`src/rtl/mem_stage_pkg.sv`:
```
// Shared definitions for the memory stage: datapath width, load/store size codes,
// FSM states and the helpers that turn a size code plus byte offset into lane information.
package mem_stage_pkg;

    localparam int WORD_WIDTH = 32;

    localparam logic [2:0] LS_B  = 3'b000;
    localparam logic [2:0] LS_H  = 3'b001;
    localparam logic [2:0] LS_W  = 3'b010;
    localparam logic [2:0] LS_BU = 3'b100;
    localparam logic [2:0] LS_HU = 3'b101;

    typedef enum logic [1:0] {
        IDLE        = 2'd0,
        WAIT_GNT    = 2'd1,
        WAIT_RVALID = 2'd2
    } mem_state_e;

    // funct3[1:0] encodes the access size for both loads and stores
    function automatic logic ls_misaligned(input logic [2:0] funct3, input logic [1:0] offset);
        logic result;
        case (funct3[1:0])
            2'b01:   result = offset[0];
            2'b10:   result = (offset != 2'b00);
            default: result = 1'b0;
        endcase
        return result;
    endfunction

    function automatic logic [3:0] ls_byte_enable(input logic [2:0] funct3, input logic [1:0] offset);
        logic [3:0] be;
        case (funct3[1:0])
            2'b00:   be = 4'b0001 << offset;
            2'b01:   be = 4'b0011 << offset;
            default: be = 4'b1111;
        endcase
        return be;
    endfunction

    function automatic logic [WORD_WIDTH-1:0] ls_store_lanes(input logic [2:0] funct3,
                                                             input logic [WORD_WIDTH-1:0] rs2);
        logic [WORD_WIDTH-1:0] lanes;
        case (funct3[1:0])
            2'b00:   lanes = {4{rs2[7:0]}};
            2'b01:   lanes = {2{rs2[15:0]}};
            default: lanes = rs2;
        endcase
        return lanes;
    endfunction

endpackage

```
`src/rtl/mem_stage_if.sv`:
```
// Data-memory request/response bus between the memory stage (master) and memory (slave).
interface mem_stage_if;

    logic                                data_req_o;
    logic                                data_gnt_i;
    logic [mem_stage_pkg::WORD_WIDTH-1:0] data_addr_o;
    logic                                data_we_o;
    logic [3:0]                          data_be_o;
    logic [mem_stage_pkg::WORD_WIDTH-1:0] data_wdata_o;
    logic                                data_rvalid_i;
    logic [mem_stage_pkg::WORD_WIDTH-1:0] data_rdata_i;

    modport master (
        output data_req_o, data_addr_o, data_we_o, data_be_o, data_wdata_o,
        input  data_gnt_i, data_rvalid_i, data_rdata_i
    );

    modport slave (
        input  data_req_o, data_addr_o, data_we_o, data_be_o, data_wdata_o,
        output data_gnt_i, data_rvalid_i, data_rdata_i
    );

endinterface

```
`src/rtl/mem_stage_load_aligner.sv`:
```
// Combinational load extraction: shifts the addressed bytes down to lane 0 and
// sign- or zero-extends them according to the load size code.
module load_aligner
    import mem_stage_pkg::*;
(
    input  logic [WORD_WIDTH-1:0] rdata,
    input  logic [1:0]            offset,
    input  logic [2:0]            funct3,
    output logic [WORD_WIDTH-1:0] wb_value
);

    logic [WORD_WIDTH-1:0] shifted;

    always_comb begin
        shifted  = rdata >> {offset, 3'b000};
        wb_value = shifted;
        case (funct3)
            LS_B:    wb_value = {{24{shifted[7]}}, shifted[7:0]};
            LS_H:    wb_value = {{16{shifted[15]}}, shifted[15:0]};
            LS_BU:   wb_value = {24'd0, shifted[7:0]};
            LS_HU:   wb_value = {16'd0, shifted[15:0]};
            default: wb_value = shifted;
        endcase
    end

endmodule

```
`src/rtl/mem_stage.sv`:
```
// Memory/write-back front end: ALU results pass through, loads/stores run a single
// outstanding req/gnt/rvalid transaction and retire one write-back result each.
module mem_stage
    import mem_stage_pkg::*;
#(
    parameter int TIMEOUT_CYCLES = 0,
    parameter int CNT_WIDTH      = 8
) (
    input  logic                  clk,
    input  logic                  rst_n,
    input  logic                  ex_valid_i,
    output logic                  mem_ready_o,
    input  logic [WORD_WIDTH-1:0] ex_data_i,
    input  logic [WORD_WIDTH-1:0] store_data_i,
    input  logic                  load_i,
    input  logic                  store_i,
    input  logic [2:0]            funct3_i,
    input  logic                  rd_we_i,
    mem_stage_if.master           dbus,
    output logic                  wb_valid_o,
    output logic                  wb_we_o,
    output logic [WORD_WIDTH-1:0] wb_data_o,
    output logic                  misaligned_o,
    output logic                  bus_err_o
);

    localparam logic                 TIMEOUT_EN   = (TIMEOUT_CYCLES > 0);
    localparam logic [CNT_WIDTH-1:0] TIMEOUT_LAST = CNT_WIDTH'(TIMEOUT_EN ? TIMEOUT_CYCLES - 1 : 0);

    mem_state_e            state_q;
    logic [CNT_WIDTH-1:0]  cnt_q;
    logic                  req_q;
    logic [WORD_WIDTH-1:0] addr_q;
    logic                  we_q;
    logic [3:0]            be_q;
    logic [WORD_WIDTH-1:0] wdata_q;
    logic [2:0]            funct3_q;
    logic [1:0]            off_q;
    logic                  rd_we_q;
    logic [WORD_WIDTH-1:0] load_value;
    logic                  is_mem;

    assign is_mem             = load_i | store_i;
    assign mem_ready_o        = (state_q == IDLE);
    assign dbus.data_req_o    = req_q;
    assign dbus.data_addr_o   = addr_q;
    assign dbus.data_we_o     = we_q;
    assign dbus.data_be_o     = be_q;
    assign dbus.data_wdata_o  = wdata_q;

    load_aligner u_load_aligner (
        .rdata    (dbus.data_rdata_i),
        .offset   (off_q),
        .funct3   (funct3_q),
        .wb_value (load_value)
    );

    // Retire pulses default low every cycle; each branch below raises the ones it owns.
    always_ff @(posedge clk or negedge rst_n) begin
        if (!rst_n) begin
            state_q      <= IDLE;
            cnt_q        <= '0;
            req_q        <= 1'b0;
            addr_q       <= '0;
            we_q         <= 1'b0;
            be_q         <= 4'b0000;
            wdata_q      <= '0;
            funct3_q     <= 3'b000;
            off_q        <= 2'b00;
            rd_we_q      <= 1'b0;
            wb_valid_o   <= 1'b0;
            wb_we_o      <= 1'b0;
            wb_data_o    <= '0;
            misaligned_o <= 1'b0;
            bus_err_o    <= 1'b0;
        end else begin
            wb_valid_o   <= 1'b0;
            wb_we_o      <= 1'b0;
            misaligned_o <= 1'b0;
            bus_err_o    <= 1'b0;
            case (state_q)
                IDLE: begin
                    if (ex_valid_i) begin
                        if (!is_mem) begin
                            wb_valid_o <= 1'b1;
                            wb_we_o    <= rd_we_i;
                            wb_data_o  <= ex_data_i;
                        end else if (ls_misaligned(funct3_i, ex_data_i[1:0])) begin
                            wb_valid_o   <= 1'b1;
                            misaligned_o <= 1'b1;
                            wb_data_o    <= '0;
                        end else begin
                            req_q    <= 1'b1;
                            addr_q   <= {ex_data_i[WORD_WIDTH-1:2], 2'b00};
                            we_q     <= store_i;
                            be_q     <= ls_byte_enable(funct3_i, ex_data_i[1:0]);
                            wdata_q  <= ls_store_lanes(funct3_i, store_data_i);
                            funct3_q <= funct3_i;
                            off_q    <= ex_data_i[1:0];
                            rd_we_q  <= rd_we_i;
                            state_q  <= WAIT_GNT;
                        end
                    end
                end
                WAIT_GNT: begin
                    if (dbus.data_gnt_i) begin
                        req_q   <= 1'b0;
                        cnt_q   <= '0;
                        state_q <= WAIT_RVALID;
                    end
                end
                WAIT_RVALID: begin
                    if (dbus.data_rvalid_i) begin
                        state_q    <= IDLE;
                        wb_valid_o <= 1'b1;
                        wb_we_o    <= !we_q && rd_we_q;
                        wb_data_o  <= we_q ? '0 : load_value;
                    end else if (TIMEOUT_EN && (cnt_q == TIMEOUT_LAST)) begin
                        state_q    <= IDLE;
                        wb_valid_o <= 1'b1;
                        bus_err_o  <= 1'b1;
                        wb_data_o  <= '0;
                    end else begin
                        cnt_q <= cnt_q + 1'b1;
                    end
                end
                default: state_q <= IDLE;
            endcase
        end
    end

endmodule

```
`src/flat_wrapper.sv`:
```
// flat-port wrapper written by rule: the top's interface ports become plain ports
module mem_stage_flat import mem_stage_pkg::*;
#(
    parameter int TIMEOUT_CYCLES = 0,
    parameter int CNT_WIDTH      = 8
)
  (clk, rst_n, ex_valid_i, mem_ready_o, ex_data_i, store_data_i, load_i, store_i, funct3_i, rd_we_i, wb_valid_o, wb_we_o, wb_data_o, misaligned_o, bus_err_o, dbus_data_req_o, dbus_data_addr_o, dbus_data_we_o, dbus_data_be_o, dbus_data_wdata_o, dbus_data_gnt_i, dbus_data_rvalid_i, dbus_data_rdata_i);
  mem_stage_if dbus_i ();
  input  logic clk;
  input  logic rst_n;
  input  logic ex_valid_i;
  output logic mem_ready_o;
  input  logic [WORD_WIDTH-1:0] ex_data_i;
  input  logic [WORD_WIDTH-1:0] store_data_i;
  input  logic load_i;
  input  logic store_i;
  input  logic [2:0] funct3_i;
  input  logic rd_we_i;
  output logic wb_valid_o;
  output logic wb_we_o;
  output logic [WORD_WIDTH-1:0] wb_data_o;
  output logic misaligned_o;
  output logic bus_err_o;
  output wire logic [$bits(dbus_i.data_req_o)-1:0] dbus_data_req_o;
  output wire logic [$bits(dbus_i.data_addr_o)-1:0] dbus_data_addr_o;
  output wire logic [$bits(dbus_i.data_we_o)-1:0] dbus_data_we_o;
  output wire logic [$bits(dbus_i.data_be_o)-1:0] dbus_data_be_o;
  output wire logic [$bits(dbus_i.data_wdata_o)-1:0] dbus_data_wdata_o;
  input wire logic [$bits(dbus_i.data_gnt_i)-1:0] dbus_data_gnt_i;
  input wire logic [$bits(dbus_i.data_rvalid_i)-1:0] dbus_data_rvalid_i;
  input wire logic [$bits(dbus_i.data_rdata_i)-1:0] dbus_data_rdata_i;
  assign dbus_data_req_o = dbus_i.data_req_o;
  assign dbus_data_addr_o = dbus_i.data_addr_o;
  assign dbus_data_we_o = dbus_i.data_we_o;
  assign dbus_data_be_o = dbus_i.data_be_o;
  assign dbus_data_wdata_o = dbus_i.data_wdata_o;
  assign dbus_i.data_gnt_i = dbus_data_gnt_i;
  assign dbus_i.data_rvalid_i = dbus_data_rvalid_i;
  assign dbus_i.data_rdata_i = dbus_data_rdata_i;
  mem_stage #(.TIMEOUT_CYCLES(TIMEOUT_CYCLES), .CNT_WIDTH(CNT_WIDTH)) u_core (.clk(clk), .rst_n(rst_n), .ex_valid_i(ex_valid_i), .mem_ready_o(mem_ready_o), .ex_data_i(ex_data_i), .store_data_i(store_data_i), .load_i(load_i), .store_i(store_i), .funct3_i(funct3_i), .rd_we_i(rd_we_i), .dbus(dbus_i), .wb_valid_o(wb_valid_o), .wb_we_o(wb_we_o), .wb_data_o(wb_data_o), .misaligned_o(misaligned_o), .bus_err_o(bus_err_o));
endmodule
```
`config.mk`:
```
export PLATFORM = sky130hd
export DESIGN_NAME = mem_stage_flat
export DESIGN_NICKNAME = d
export VERILOG_FILES = /design/src/rtl/mem_stage_pkg.sv /design/src/rtl/mem_stage_if.sv /design/src/rtl/mem_stage_load_aligner.sv /design/src/rtl/mem_stage.sv /design/src/flat_wrapper.sv
export SDC_FILE = /design/constraint.sdc
export NUM_CORES = 1
export LEC_CHECK = 0
export ABC_AREA = 1
export CAP_MARGIN = 25
export CORE_ASPECT_RATIO = 0.5
export CORE_MARGIN = 1.5
export CORE_UTILIZATION = 40
export DETAILED_ROUTE_END_ITERATION = 16
export PLACE_DENSITY = 0.7
export SLEW_MARGIN = 25
export SYNTH_ARGS = -nofsm -noshare
export SYNTH_HDL_FRONTEND = slang
export SYNTH_SLANG_ARGS = --single-unit
```
`constraint.sdc`:
```
create_clock -name clk -period 1.6 [get_ports clk]
set_input_delay 0.32 -clock clk [delete_from_list [all_inputs] [get_ports clk]]
set_output_delay 0.32 -clock clk [all_outputs]
set_load 0.005 [all_outputs]
```
== Yosys cells after proc, flatten, opt, wreduce, memory -nomap -nowiden ==
Index checks and enable logic that the tools add are counted.

* Word-level logic and storage cells: 79
* Bits of input ports: 107
* Bits in registers: 111

* Equality and inequality tests: 13
* Bitwise gates (word level): 2
* Muxes and demuxes: 36
* Reduce and logical (&&, ||, !) cells: 12
* Shifts and indexed selects: 3

{| class="wikitable"
|+ Operators with widths
! operator !! count
|-
| $mux W32 || 5
|-
| $pmux W32 S2 || 2
|-
| $pmux W32 S4 || 1
|-
| $shr A32 B5 Y32 || 1
|-
| $mux W1 || 17
|-
| $mux W2 || 5
|-
| $reduce_and A5 Y1 || 2
|-
| $ne A2 B2 Y1 const B || 4
|-
| $pmux W1 S2 || 4
|-
| $pmux W4 S2 || 1
|-
| $reduce_and A4 Y1 || 2
|-
| $eq A3 B3 Y1 const B || 2
|-
| $pmux W2 S3 || 1
|-
| $reduce_bool A2 Y1 || 3
|-
| $eq A2 B1 Y1 const B || 2
|-
| $eq A2 B2 Y1 const B || 2
|-
| $logic_not A2 Y1 || 2
|-
| $shl A1 B2 Y4 const A || 1
|-
| $shl A2 B2 Y4 const A || 1
|-
| $eq A3 B1 Y1 const B || 1
|-
| $logic_not A3 Y1 || 1
|-
| $ne A3 B3 Y1 const B || 1
|-
| $ne A2 B1 Y1 const B || 1
|-
| $logic_and A1 B1 Y1 || 1
|-
| 3 further kinds || 3
|}

== Longest topological paths before layout ==
Gate-level depths: netlist of run 1.

* Word-level depth: 9
* Depth in mapped cells: 13
* Mapped depth without buffers: 11

== Cells and area by module ==
From an unflattened synthesis of run 1, not the netlist that was laid out.

* Cell total of the unflattened synthesis: 808
* Area, all modules: 6294.8 µm²

{| class="wikitable"
|+ By module, submodules not included
! module !! instances !! cells an instance !! area each (µm²)
|-
| mem_stage || 1 || 650 || 5373.9
|-
| load_aligner || 1 || 158 || 920.9
|}

== Least setup slack after synthesis of run 1 ==
Ideal clock, no wire load.

* Path kind: input port to flip-flop
* Start point: input port funct3_i[1]
* End point: register u_core.wdata_q[1] (netlist: u_core.dbus.data_wdata_o[1])
* Stages on the path: 13
* Required time: 1478 ps
* Buffers on the path: 3
* Arrival: 1489 ps
* Setup slack: -11 ps
* Cell sequence: inv_1 -> ha_1 -> buf_6 -> nand2_2 -> nand2_1 -> nand2_2 -> nand2_4 -> nor2_8 -> inv_4 -> buf_8 -> buf_6 -> nand2_2 -> o21ai_2

* Word-level cells in the longest chain between the ends: 7

{| class="wikitable"
|+ Ends and longest elaborated chain
! element !! RTL line !! text
|-
| from (decl) || flat_wrapper.sv:17 || <nowiki>input logic [2:0] funct3_i;</nowiki>
|-
| $eq A2 B2 Y1 or $eq A2 B1 Y1 (tied branches) || mem_stage_pkg.sv:22 || <nowiki>case (funct3[1:0])</nowiki>
|-
| $pmux W1 S2 (*) || mem_stage_pkg.sv:22 ||
|-
| $mux W1 (*) || mem_stage.sv:84 || <nowiki>if (!is_mem) begin</nowiki>
|-
| $mux W1 (*) || mem_stage.sv:83 || <nowiki>if (ex_valid_i) begin</nowiki>
|-
| $mux W1 (*) || mem_stage.sv:81 || <nowiki>case (state_q)</nowiki>
|-
| $not A1 Y1 (no line) (*) || - ||
|-
| $reduce_and A4 Y1 (no line) (*) || - ||
|-
| to (signal assigned) || mem_stage.sv:97 || <nowiki>wdata_q <= ls_store_lanes(funct3_i, store_data_i);</nowiki>
|-
| to (decl) || mem_stage.sv:36 || <nowiki>logic [WORD_WIDTH-1:0] wdata_q;</nowiki>
|}

Mark *: on every way between the ends. The rest lies on a longest branch, timed or not. The select of a mux whose other input is x is not followed.
A chain may end at the register's enable or synchronous reset.

== Worst setup path after layout of run 1 ==
* Start point: input port funct3_i[0]
* End point: register u_core.rd_we_q

* Word-level cells in the longest chain between the ends: 7

{| class="wikitable"
|+ Ends and longest elaborated chain
! element !! RTL line !! text
|-
| $eq A2 B2 Y1 or $eq A2 B1 Y1 (tied branches) || mem_stage_pkg.sv:22 ||
|-
| $pmux W1 S2 (*) || mem_stage_pkg.sv:22 ||
|-
| $mux W1 (*) || mem_stage.sv:84 ||
|-
| $mux W1 (*) || mem_stage.sv:83 ||
|-
| $mux W1 (*) || mem_stage.sv:81 ||
|-
| $not A1 Y1 (no line) (*) || - ||
|-
| $reduce_and A4 Y1 (no line) (*) || - ||
|-
| to (signal assigned) || mem_stage.sv:100 || <nowiki>rd_we_q <= rd_we_i;</nowiki>
|-
| to (decl) || mem_stage.sv:39 || <nowiki>logic rd_we_q;</nowiki>
|}

Marks and branches as above.

==> run summary, run 1 <==
Summed over all layers, the routed wires come to 19,900 um. The initial antenna violation count is 0. The critical-path maximum fanout came out at 6. The total routed wire length on the met1 layer is 8660 um. The netlist area before placement is 0.00586 mm^2.

The average size of a mapped cell came out at 7.64 um^2. The maximum number of pins on one net before global-route repair came out at 40. The final setup slack of the worst path came out at 0.0204 ns. The layout-stage area growth over the synthesis result came out at 59.2%. Of the cells placed in the final design, the portion with a size suffix greater than 1 is 16.1%.

The die span in x is 174 um. The analysis attributes to cell leakage a power of 4.58 nW. The total area of multi-input combinational cells came out at 0.00260 mm^2. The routability-driven placement congestion ratio is 0.861. In the synthesized netlist, mux cells make up 0% of the area. The detailed-routing iteration count for the pre-antenna-repair pass came out at 5.

The aggregate global-route resource usage is around 25%. The register bit count reported by yosys is 111. The critical path's largest stage delay is 0.24 ns. Counting tap cells, the placed design contains a total of roughly 1,200 instances.

The critical path in this run is classified as input pin to flip-flop. The number of cell rows is 31. The synthesized netlist devotes 27.5% of its cell area to simple gates. The clock network latency to the later pin of the worst-skew pair came out at ~0.35 ns. The post-synthesis cell type count came out at 27. The count of input and output buffers is 210. The worst endpoint data arrival time is roughly 1.8 ns. The worst supply voltage drop on vdd is 0.000867 V. The floorplan step defined a core boundary enclosing 0.0144 mm^2. The level count of the clock H-tree came out at 3. Setup repair after global routing could not meet its margin everywhere. The startpoint identified for the worst register-to-register timing path is u_core.state_q[1]. The synthesized instance count came out at 767.

The number of inserted filler cells in the final layout is 1,203. The worst hold path terminates at u_core.funct3_q[1]. The floorplan die area came out at 0.0154 mm^2. In this run the critical register-to-register path is captured at u_core.wb_data_o[30]. The first-pass GRT wire length is 29,600 um. The final core utilization is 64.9%. In the final routed layout, each cell accounts on average for around 16 um.

The sequential share of the synthesized area came out at 47.4%. For this design the ratio of total power to cell area is approximately 1800 mW/mm^2. The final cell count without fillers came out at 1,231. The number of antenna-violating nets in the routed design is 0.

The number of buffers created by CTS came out at 9. The longest clock path from root to sink contains 2 buffers. Of the total synthesized cell area, the portion taken by XOR and XNOR cells is 0%. The routed length on met2 came out at 9460 um. The detailed-route DRC error count came out at 0. The number of hold-slack violations in the final timing report is 0. Across all hold checks on the routed design, the worst slack comes to 0.324 ns.

The sum of overflow across all layers after global routing came out at 0. After the last flow step, the layout net total stands at ~1,100. The highest metal layer carrying signal wires in the routed design is met4. The via count of the first global-routing pass came out at 5,790. The endpoint required time on the critical path is 1.83 ns. The chip height came out at roughly 89 um. The number of I/O pins is 214. Walking the worst path, the cells encountered are dlygate4sd2_1, inv_1, ha_1, inv_1, nor2_2, nand2_4, nand2_4, nor2_8, inv_8, buf_12, clkbuf_16, nand2_1, o21ai_2.

In this run the most critical hold path is launched from funct3_i[1]. The worst setup skew after layout came out at about 0.012 ns. The per-cell via count in the routed design came out at 4.93.

The part of the cycle the worst path needs came out at 98.7%. The starting density of the core is 40.7%. Timing would allow up to approximately 0.63 GHz. TritonCTS built the clock tree. Wire segments on met3 add up to between 1000 and 1500 um in the final route. The cell depth of the worst min-delay path is 4. The CTS clock-pin slew for the worst setup and hold paths is 0.08 ns. The vias after detailed routing came out at 6,063. The post-synthesis share of cell area spent on full adders, half adders and majority gates is 0.640%.

The final max-slew violation count came out at 0. The TritonCTS sink count came out at 111. The total of warnings raised by yosys came out at 0. Setup violations remaining at the end of the flow were counted as 0.

The sum of net half-perimeters after detailed placement came out at 13,700 um. The worst-case setup slack after placement is -0.536 ns. The detailed router's first-iteration violation count came out at 392. The path class of the tightest hold or removal check is input pin to flip-flop.

The final sum of negative setup slack came out at 0 ns. In this run the register-to-register setup slack is roughly 0.05 ns. The synthesized-area fraction occupied by ao, oa, aoi and oai cells is 14.8%. The cell at the root of the clock tree is sky130_fd_sc_hd__clkbuf_16. The kind of start point of the critical path is an input pin. STA classifies the critical path endpoint as a flip-flop. The slowest cell on the critical path is sky130_fd_sc_hd__dlygate4sd2_1.

After synthesis, the largest family of logic cells by area is simple AND/OR/NAND/NOR gates. The total area of sequential cells came out at about 0.0028 mm^2. The flow ran to the end, and the final reports show no timing, DRC or antenna violations. The repair_antennas step left the layout with diodes totalling 0. Max-cap violations in this run came to 0. Measured in cells, the most critical reg-to-reg path has a length of 10. The post-route minimum period is 1.58 ns.
==> per-stage QoR <==
step / instance area, um^2 / total power [mW]
after floorplan: 5880 / 8.99
after detailed placement: 8440 / 13.2
final: 9330 / 16.5
after CTS: 8960 / 15.8
after global routing: 9330 / 17.6
after global placement: 8440 / 13.1
==> power by group <==
part / switching, mW / total (mW) / internal, mW
sequential: 0.851 / 5.06 / 4.21
combinational: 4.29 / 9.26 / 4.97
clock: 1.04 / 2.16 / 1.11
==> logic make-up after synthesis <==
| group | after synthesis |
|---|---|
| adders and majority gates | 3 |
| other | 1 |
| AOI/OAI and AO/OA | 159 |
| DFF | 111 |
| buffers and inverters | 108 |
| and+or+nand+nor | 385 |
==> routing by layer <==
layer	GRT usage, %	vias up
met4	6.11	0
met5	0	-
met2	43.1	208
met3	5.80	30
li1	-	2972
met1	31.3	2853
==> Yosys cell counts (all sizes together) <==
library cell / instances / share of area (%)
a21oi: 57 / 4.9
buf: 38 / 5.1
clkbuf: 10 / 0.64
conb: 1 / 0.064
dfrtp: 111 / 47
ha: 3 / 0.64
inv: 60 / 3.9
nand2: 249 / 17
nand3: 40 / 3.8
nor2: 95 / 6.8
nor3: 1 / 0.085
o211ai: 7 / 0.90
o21ai: 94 / 8.8
o31ai: 1 / 0.13
==> critical path: cells and delay by family <==
kind	cells	cell delay [ns]
buffers and inverters	6	0.78
adders and majority gates	1	0.23
AOI/OAI and AO/OA	1	0.05
and+or+nand+nor	5	0.42
==> how the worst max path moves through the flow <==
stage | startpoint | to | cells after the start
4_1_cts | u_core.dbus.data_wdata_o[31] | dbus_data_wdata_o[31] | 1
5_1_grt | funct3_i[0] | u_core.rd_we_q | 13
3_3_place_gp | funct3_i[0] | u_core.dbus.data_addr_o[4] | 12
2_1_floorplan | funct3_i[1] | u_core.dbus.data_wdata_o[1] | 13
3_5_place_dp | funct3_i[1] | u_core.dbus.data_wdata_o[14] | 12
6_report | funct3_i[0] | u_core.rd_we_q | 13
==> cells in the final DEF, fill, tap and decap left out, drive strengths merged <==
| cell | netlist | layout |
|---|---|---|
| clkinvlp | 0 | 1 |
| dlymetal6s2s | 0 | 14 |
| conb | 1 | 3 |
| o21ai | 94 | 94 |
| ha | 3 | 3 |
| dlygate4sd3 | 0 | 1 |
| nor3 | 1 | 1 |
| inv | 60 | 62 |
| nor2 | 95 | 95 |
| nand2 | 249 | 249 |
| nand3 | 40 | 40 |
| clkdlybuf4s50 | 0 | 192 |
| clkbuf | 10 | 19 |
| clkinv | 0 | 2 |
| dfrtp | 111 | 111 |
| a21oi | 57 | 57 |
| dlygate4sd2 | 0 | 2 |
| o31ai | 1 | 1 |
| buf | 38 | 79 |
| o211ai | 7 | 7 |
==> sequential cells by signal, summed over array words and instances, names as in the netlist <==
| signal | count |
|---|---|
| u_core.misaligned_o | 1 |
| u_core.dbus.data_req_o | 1 |
| u_core.dbus.data_wdata_o | 32 |
| u_core.wb_valid_o | 1 |
| u_core.wb_we_o | 1 |
| u_core.wb_data_o | 32 |
| u_core.dbus.data_be_o | 4 |
| u_core.dbus.data_we_o | 1 |
| u_core.off_q | 2 |
| u_core.dbus.data_addr_o | 30 |
| u_core.funct3_q | 3 |
| u_core.state_q | 2 |
| u_core.rd_we_q | 1 |
==> repair_timing <==
item,in CTS,in global routing
gates resized for setup,14,45
hold endpoints to repair,26,0
pin swaps,5,6
setup buffers,7,8
gates cloned,4,8
hold buffers,1,0
endpoints found under the setup margin,109,116
==> cell type report <==
class	instances	share of cell area (%)
clock buffers	11	2.60
clock inverters	5	0.416
flip-flops and latches	111	29.8
multi-input cells	550	27.9
inverters	60	2.57
repair buffers	296	34.1
well taps	198	2.65
Power figures use the tool's default switching activity.
==> run 2: changes to the inputs <==
Clock period 1.6 ns to 2 ns, I/O delays scaled along.
==> run summary, run 2 (synthesis results as in run 1) <==
The total placed instance area is 0.00826 mm^2 (-2.2%). The CTS clock-pin slew for the worst setup and hold paths came to 0.08 ns (about the same). The detailed-routing iteration count for the pre-antenna-repair pass came to 5 (unchanged). The endpoint required time on the critical path was 1.60 ns (-0.23 ns). The post-detailed-route wirelength per cell is 14.8 um (-8.2%). The flow ran to the end, and the final reports show no timing, DRC or antenna violations. The count of placed standard cells including taps was 1,166 (-1.8%). Tracing the worst setup path back leads to its startpoint at u_core.state_q[1]. Setup repair after global routing could not meet its margin everywhere.

The clock network latency to the later pin of the worst-skew pair is 0.35 ns (about the same). The final sum of negative setup slack is 0 ns (unchanged). The worst register-to-register path ends at u_core.wb_data_o[21]. The routability-driven placement congestion ratio is 0.846 (-1.8%). The worst register-to-register path begins at u_core.funct3_q[1]. The worst supply voltage drop on vdd is 0.000648 V (-25%). The count of input and output buffers is 210 (unchanged). The kind of start point of the critical path is a flip-flop.

The classification of the worst setup path is flip-flop to primary output. The final max-slew violation count came out at 0 (unchanged). The termination of the worst setup path is mem_ready_o.

The die span in x came out at 174 um (unchanged). The chip height is 88.6 um (unchanged). The count of antenna diodes in the layout is 0 (unchanged). The number of I/O pins was 214 (unchanged). The worst hold-check slack is 0.480 ns (+0.155 ns). Broken down by cell family, the worst path's largest delay share belongs to buffers and inverters.

The clock tree from TritonCTS is yes. The sum of overflow across all layers after global routing is 0 (unchanged). The floorplan die area came to 0.0154 mm^2 (unchanged). The aggregate global-route resource usage is 23.3% (-1.3 points). The worst endpoint data arrival time came out at 1.53 ns (-0.28 ns). The starting density of the core is 40.7% (unchanged). The maximum number of pins on one net before global-route repair is 41 (+2.5%). The top cell types in the final layout, fill and taps aside, are 233 x sky130_fd_sc_hd__nand2_1, 209 x sky130_fd_sc_hd__clkdlybuf4s50_1, 111 x sky130_fd_sc_hd__dfrtp_1. The proportion of layout cells with a drive suffix above 1 came to 10.1% (-5.9 points). The signal on the critical path passes through nor2_2, clkdlybuf4s50_1. The first-pass GRT wire length is 28,200 um (-4.8%). The final wirelength was 17,600 um (-12%). The detailed router's first-iteration violation count came to 487 (+24%). The worst setup slack for register-to-register paths came out at 0.25 ns (+0.20 ns). The critical path's largest stage delay is 0.54 ns (+0.30 ns). The maximum count of clock buffers along a single path is 2 (unchanged). The number of cell rows is 31 (unchanged). The tightest min-delay check is of the flip-flop to flip-flop type.

The worst setup skew after layout came out at 0.00734 ns (-0.00480 ns). The placeable core region is 0.0144 mm^2 (unchanged). The count of maximum capacitance violations is 0 (unchanged). The number of hold-slack violations in the final timing report was 0 (unchanged). The final cell count without fillers came out at 1,184 (-3.8%). The cell depth of the worst min-delay path came to 2 (-2).

The layout-stage area growth over the synthesis result came out at 46.7%. STA classifies the critical path endpoint as a primary output. The part of the cycle the worst path needs came out at 96.3%. The leakage power figure came out at 4.08 nW (-11%).

The post-route cell area came out at 0.00860 mm^2 (-7.9%). The post-route minimum period came out at 1.93 ns. The number of setup buffers added after CTS is 0 (-7).

The TritonCTS sink count is 111 (unchanged). The via count of the first global-routing pass is 5,553 (-4.1%). The number of buffers created by CTS is 9 (unchanged). The initial antenna violation count is 0 (unchanged). The number of cells on the critical path was 2 (-11).

The cell at the root of the clock tree is sky130_fd_sc_hd__clkbuf_16. The critical-path maximum fanout is 4 (-2). The buffering stage count on the worst path with inverters included came out at 1 (-5). The level count of the clock H-tree is 3 (unchanged).

The detailed-route DRC error count is 0 (unchanged). On the critical path, the stage with the largest delay is an instance of sky130_fd_sc_hd__clkdlybuf4s50_1. The sum of net half-perimeters after detailed placement came to 13,600 um (-1.1%).

The vias after detailed routing came out at 5,778 (-4.7%). Static timing analysis puts the maximum clock frequency at 0.519 GHz. The cell count of the worst reg-to-reg path came out at 7 (-3). The library cell used most frequently in the layout, excluding fill and tap cells, is sky130_fd_sc_hd__nand2_1. The number of inserted filler cells in the final layout was 1,305 (+8.5%). The total setup violations reported at the end of the flow is 0 (unchanged). The per-cell via count in the routed design is 4.88 (-0.92%). The number of antenna-violating nets in the routed design came out at 0 (unchanged). The power density over cell area came out at 1420 mW/mm^2 (-20%).

The final net count was 1,091 (-4.1%).
[run 2: worst min-delay path by stage]
stage                               startpoint                           end  slack [ns]
floorplan                                rst_n   u_core.dbus.data_addr_o[10]        0.10
global placement                         rst_n  u_core.dbus.data_wdata_o[11]        0.33
detailed placement                       rst_n  u_core.dbus.data_wdata_o[17]        0.33
CTS                 u_core.dbus.data_addr_o[7]    u_core.dbus.data_addr_o[7]        0.49
global route                             rst_n   u_core.dbus.data_wdata_o[1]        0.51
finish              u_core.dbus.data_addr_o[7]    u_core.dbus.data_addr_o[7]        0.48
[run 2: what timing repair did]
action | 4_1_cts | 5_1_grt
endpoints found under the hold margin | 15 | 0
gates resized for setup | 0 | 5
hold buffers | 1 | 0
setup endpoints to repair | 0 | 31
[run 2: metal layers]
metal,vias to the layer above,GRT usage (%),wire (um)
met5,-,0,0
met1,2683,29.6,7690
met3,29,5.28,1120
met4,0,7.99,439
li1,2865,-,-
met2,201,39.9,8340
[run 2: layout make-up]
| type | count | area, um^2 | area share (%) |
|---|---|---|---|
| inverter | 60 | 233 | 2.71 |
| timing repair buffer | 249 | 2510 | 29.2 |
| clock inverter | 5 | 40.0 | 0.466 |
| multi-input combinational | 550 | 2530 | 29.5 |
| sequential | 111 | 2780 | 32.3 |
| tap | 198 | 248 | 2.88 |
| clock buffer | 11 | 253 | 2.94 |
[run 2: worst reg2reg max path, stage by stage (launching register included)]
cell	delay [ns]
sky130_fd_sc_hd__dfrtp_1	0.51
sky130_fd_sc_hd__inv_2	0.26
sky130_fd_sc_hd__nand2_4	0.15
sky130_fd_sc_hd__nor2_2	0.15
sky130_fd_sc_hd__nand3_4	0.16
sky130_fd_sc_hd__nand3_4	0.19
sky130_fd_sc_hd__nand2_1	0.11
sky130_fd_sc_hd__a21oi_1	0.14
[run 2: stage by stage]
step                util (%)  total power [mW]  setup WS [ns]
global route            59.8              13.1       -0.00401
finish                  59.8              12.2         0.0733
CTS                     59.5              12.2         0.0605
detailed placement      57.4              10.4         -0.299
global placement        57.4              10.2         -0.238
floorplan                  -              7.18          0.309
[run 2: power by group]
| part | switching (mW) | internal, mW | leakage (nW) |
|---|---|---|---|
| Clock | 0.842 | 0.926 | 0.146 |
| Sequential | 0.717 | 3.36 | 1.37 |
| Combinational | 3.05 | 3.30 | 2.56 |
| Total | 4.60 | 7.59 | 4.08 |
==> run 3: changes to the inputs <==
Settings changed: CAP_MARGIN 25 to not set, CORE_UTILIZATION 40 to 49, CTS_CLUSTER_SIZE set to 16, PLACE_DENSITY 0.7 to 0.84.
==> run summary, run 3 (synthesis results as in run 1) <==
The flow ran to the end, and the final reports show no timing, DRC or antenna violations. TritonCTS built the clock tree. The vias after detailed routing is 6,054 (+4.8%). The power density over cell area is 1430 mW/mm^2 (+1.0%). In the layout the commonest cells are 233 x sky130_fd_sc_hd__nand2_1, 209 x sky130_fd_sc_hd__clkdlybuf4s50_1, 111 x sky130_fd_sc_hd__dfrtp_1. The total power draw is 12.2 mW (about the same).

The part of the cycle the worst path needs came to 95.2% (-1.1 points). The number of hold-slack violations in the final timing report is 0 (unchanged). The final setup slack of the worst path is 0.0955 ns (+0.0222 ns). The number of I/O pins came to 214 (unchanged). The worst endpoint data arrival time came to 2.14 ns (+0.61 ns). The cell at the root of the clock tree is sky130_fd_sc_hd__clkbuf_16. The die span in x came out at 158 um (-9.5%). The leakage power figure is 4.03 nW (-1.1%). The worst supply voltage drop on vdd came out at 0.000718 V (+11%).

The number of antenna-violating nets in the routed design came out at 0 (unchanged). The post-detailed-route wirelength per cell came to 15.9 um (+7.4%). The count of input and output buffers came out at 210 (unchanged).

The sum of overflow across all layers after global routing is 0 (unchanged). The met2 track utilization from global routing is 48.0% (+8.1 points). The placeable core region is 0.0113 mm^2 (-21%).

The worst hold-check path type is input pin to async pin. The maximum count of clock buffers along a single path was 2 (unchanged). The via count of the first global-routing pass came out at 5,656 (+1.9%). The TritonCTS sink count is 111 (unchanged). The maximum clock frequency is 0.525 GHz (+1.2%).

The post-route minimum period is 1.90 ns (-0.0222 ns). The final wirelength is 18,200 um (+3.3%). The critical-path maximum fanout came to 10 (+6). The maximum number of pins on one net before global-route repair was 49 (+20%). The capturing element type of the critical path is a flip-flop.

The floorplan die area is 0.0127 mm^2 (-18%). The final sum of negative setup slack is 0 ns (unchanged). Leaving out fill and tap cells, the most frequent cell in the layout is sky130_fd_sc_hd__nand2_1. The detailed router's first-iteration violation count is 533 (+9.4%). The worst setup skew after layout came out at 0.00772 ns (+0.000381 ns). The kind of start point of the critical path is an input pin. The endpoint required time on the critical path came to 2.24 ns (+0.64 ns). The CTS clock-pin slew for the worst setup and hold paths is 0.07 ns (about the same). The final net count came out at 1,085 (-0.55%). The routability-driven placement congestion ratio came out at 0.921 (+8.9%). The global-route track usage on met1 was 38.8% (+9.2 points).

The global-route track usage on met3 came out at 5.72% (+0.44 points). The post-route cell area was 0.00851 mm^2 (-1.0%). The total setup violations reported at the end of the flow was 0 (unchanged). The cell count of the worst reg-to-reg path is 7 (unchanged). The final max-slew violation count is 0 (unchanged).

The first-pass GRT wire length is 28,000 um (-0.49%). The per-cell via count in the routed design is 5.32 (+8.9%). The aggregate global-route resource usage is 28.7% (+5.4 points).

The starting density of the core came out at 51.8% (+11 points). The classification of the worst setup path is input pin to flip-flop. Setup repair after global routing could not meet its margin everywhere. The number of buffers created by CTS was 9 (unchanged).

The worst-case setup slack after placement is -0.258 ns (+0.0414 ns). The level count of the clock H-tree came out at 3 (unchanged). The detailed-routing iteration count for the pre-antenna-repair pass was 5 (unchanged). The count of antenna diodes in the layout is 0 (unchanged). The total placed instance area was 0.00817 mm^2 (-1.1%). After global routing, the most crowded layer is met2. The number of cell rows is 27 (-13%). The clock network latency to the later pin of the worst-skew pair is 0.34 ns (about the same). The final core utilization came to 75.2% (+15 points).

The detailed-route DRC error count is 0 (unchanged). The count of maximum capacitance violations came out at 0 (unchanged). The initial antenna violation count came out at 0 (unchanged). Compared with the post-synthesis result, the final layout area differs by 45.2%. The proportion of layout cells with a drive suffix above 1 is 9.29% (-0.86 points).

The sum of net half-perimeters after detailed placement came to 13,400 um (-0.91%). The chip height came out at 80.3 um (-9.3%).
[run 3: cell types whose count changed in the layout (fill, tap and decap cells not counted), moves of 2 or more]
cell	before	now
sky130_fd_sc_hd__inv_6	3	1
sky130_fd_sc_hd__a21oi_2	1	3
sky130_fd_sc_hd__clkinvlp_4	0	2
sky130_fd_sc_hd__buf_4	30	21
sky130_fd_sc_hd__clkbuf_1	0	3
sky130_fd_sc_hd__a21oi_1	56	54
sky130_fd_sc_hd__clkbuf_8	2	0
[run 3: power breakdown]
part	switching (mW)	internal (mW)
logic	3.13	3.31
registers	0.727	3.36
clock network	0.819	0.853
[run 3: area by class of cell]
class,count,area (um^2)
flip-flops and latches,111,2780
multi-input cells,550,2530
fillers,818,2810
clock inverters,4,32.5
inverters,60,233
repair buffers,243,2500
clock buffers,12,236
well taps,159,199
[run 3: critical path, cell delays in order]
cell                              delay [ns]
sky130_fd_sc_hd__clkdlybuf4s50_1        0.44
sky130_fd_sc_hd__buf_4                  0.16
sky130_fd_sc_hd__ha_1                   0.23
sky130_fd_sc_hd__nand2_2                0.08
sky130_fd_sc_hd__nand2_1                0.06
sky130_fd_sc_hd__nand2_2                0.10
sky130_fd_sc_hd__nand3_1                0.09
sky130_fd_sc_hd__nand2_2                0.14
sky130_fd_sc_hd__inv_4                  0.07
sky130_fd_sc_hd__clkbuf_16              0.17
sky130_fd_sc_hd__nor2_1                 0.13
sky130_fd_sc_hd__a21oi_2                0.05
[run 3: final timing paths]
path                       slack [ns]                            to                  startpoint
setup reg to reg                 0.23          u_core.wb_data_o[30]          u_core.funct3_q[1]
min in group clk                 0.48    u_core.dbus.data_addr_o[7]  u_core.dbus.data_addr_o[7]
hold reg to reg                  0.48    u_core.dbus.data_addr_o[7]  u_core.dbus.data_addr_o[7]
max in group asynchronous        0.95  u_core.dbus.data_wdata_o[19]                       rst_n
hold / removal                   0.43    u_core.dbus.data_addr_o[3]                       rst_n
setup / recovery                  0.1          u_core.wb_data_o[18]                 funct3_i[0]
[run 3: timing repair]
item	CTS	global route
hold endpoints to repair	6	0
setup buffers	0	0
gates resized for setup	0	5
endpoints found under the setup margin	0	13
hold buffers	1	0
[run 3: routing by layer]
layer	routed length (um)	share of wire [%]	vias up
li1	-	-	2848
met5	0	0	-
met1	7630	42	2882
met4	265	1.5	0
met3	1550	8.5	29
met2	8720	48	295
[run 3: through the flow]
stage | hold WS, ns | std cells
after global routing | 0.450 | 1139
after global placement | 0.245 | 1120
after CTS | 0.429 | 1137
after floorplan | 0.104 | 769
final | 0.432 | 1139
after detailed placement | 0.248 | 1120
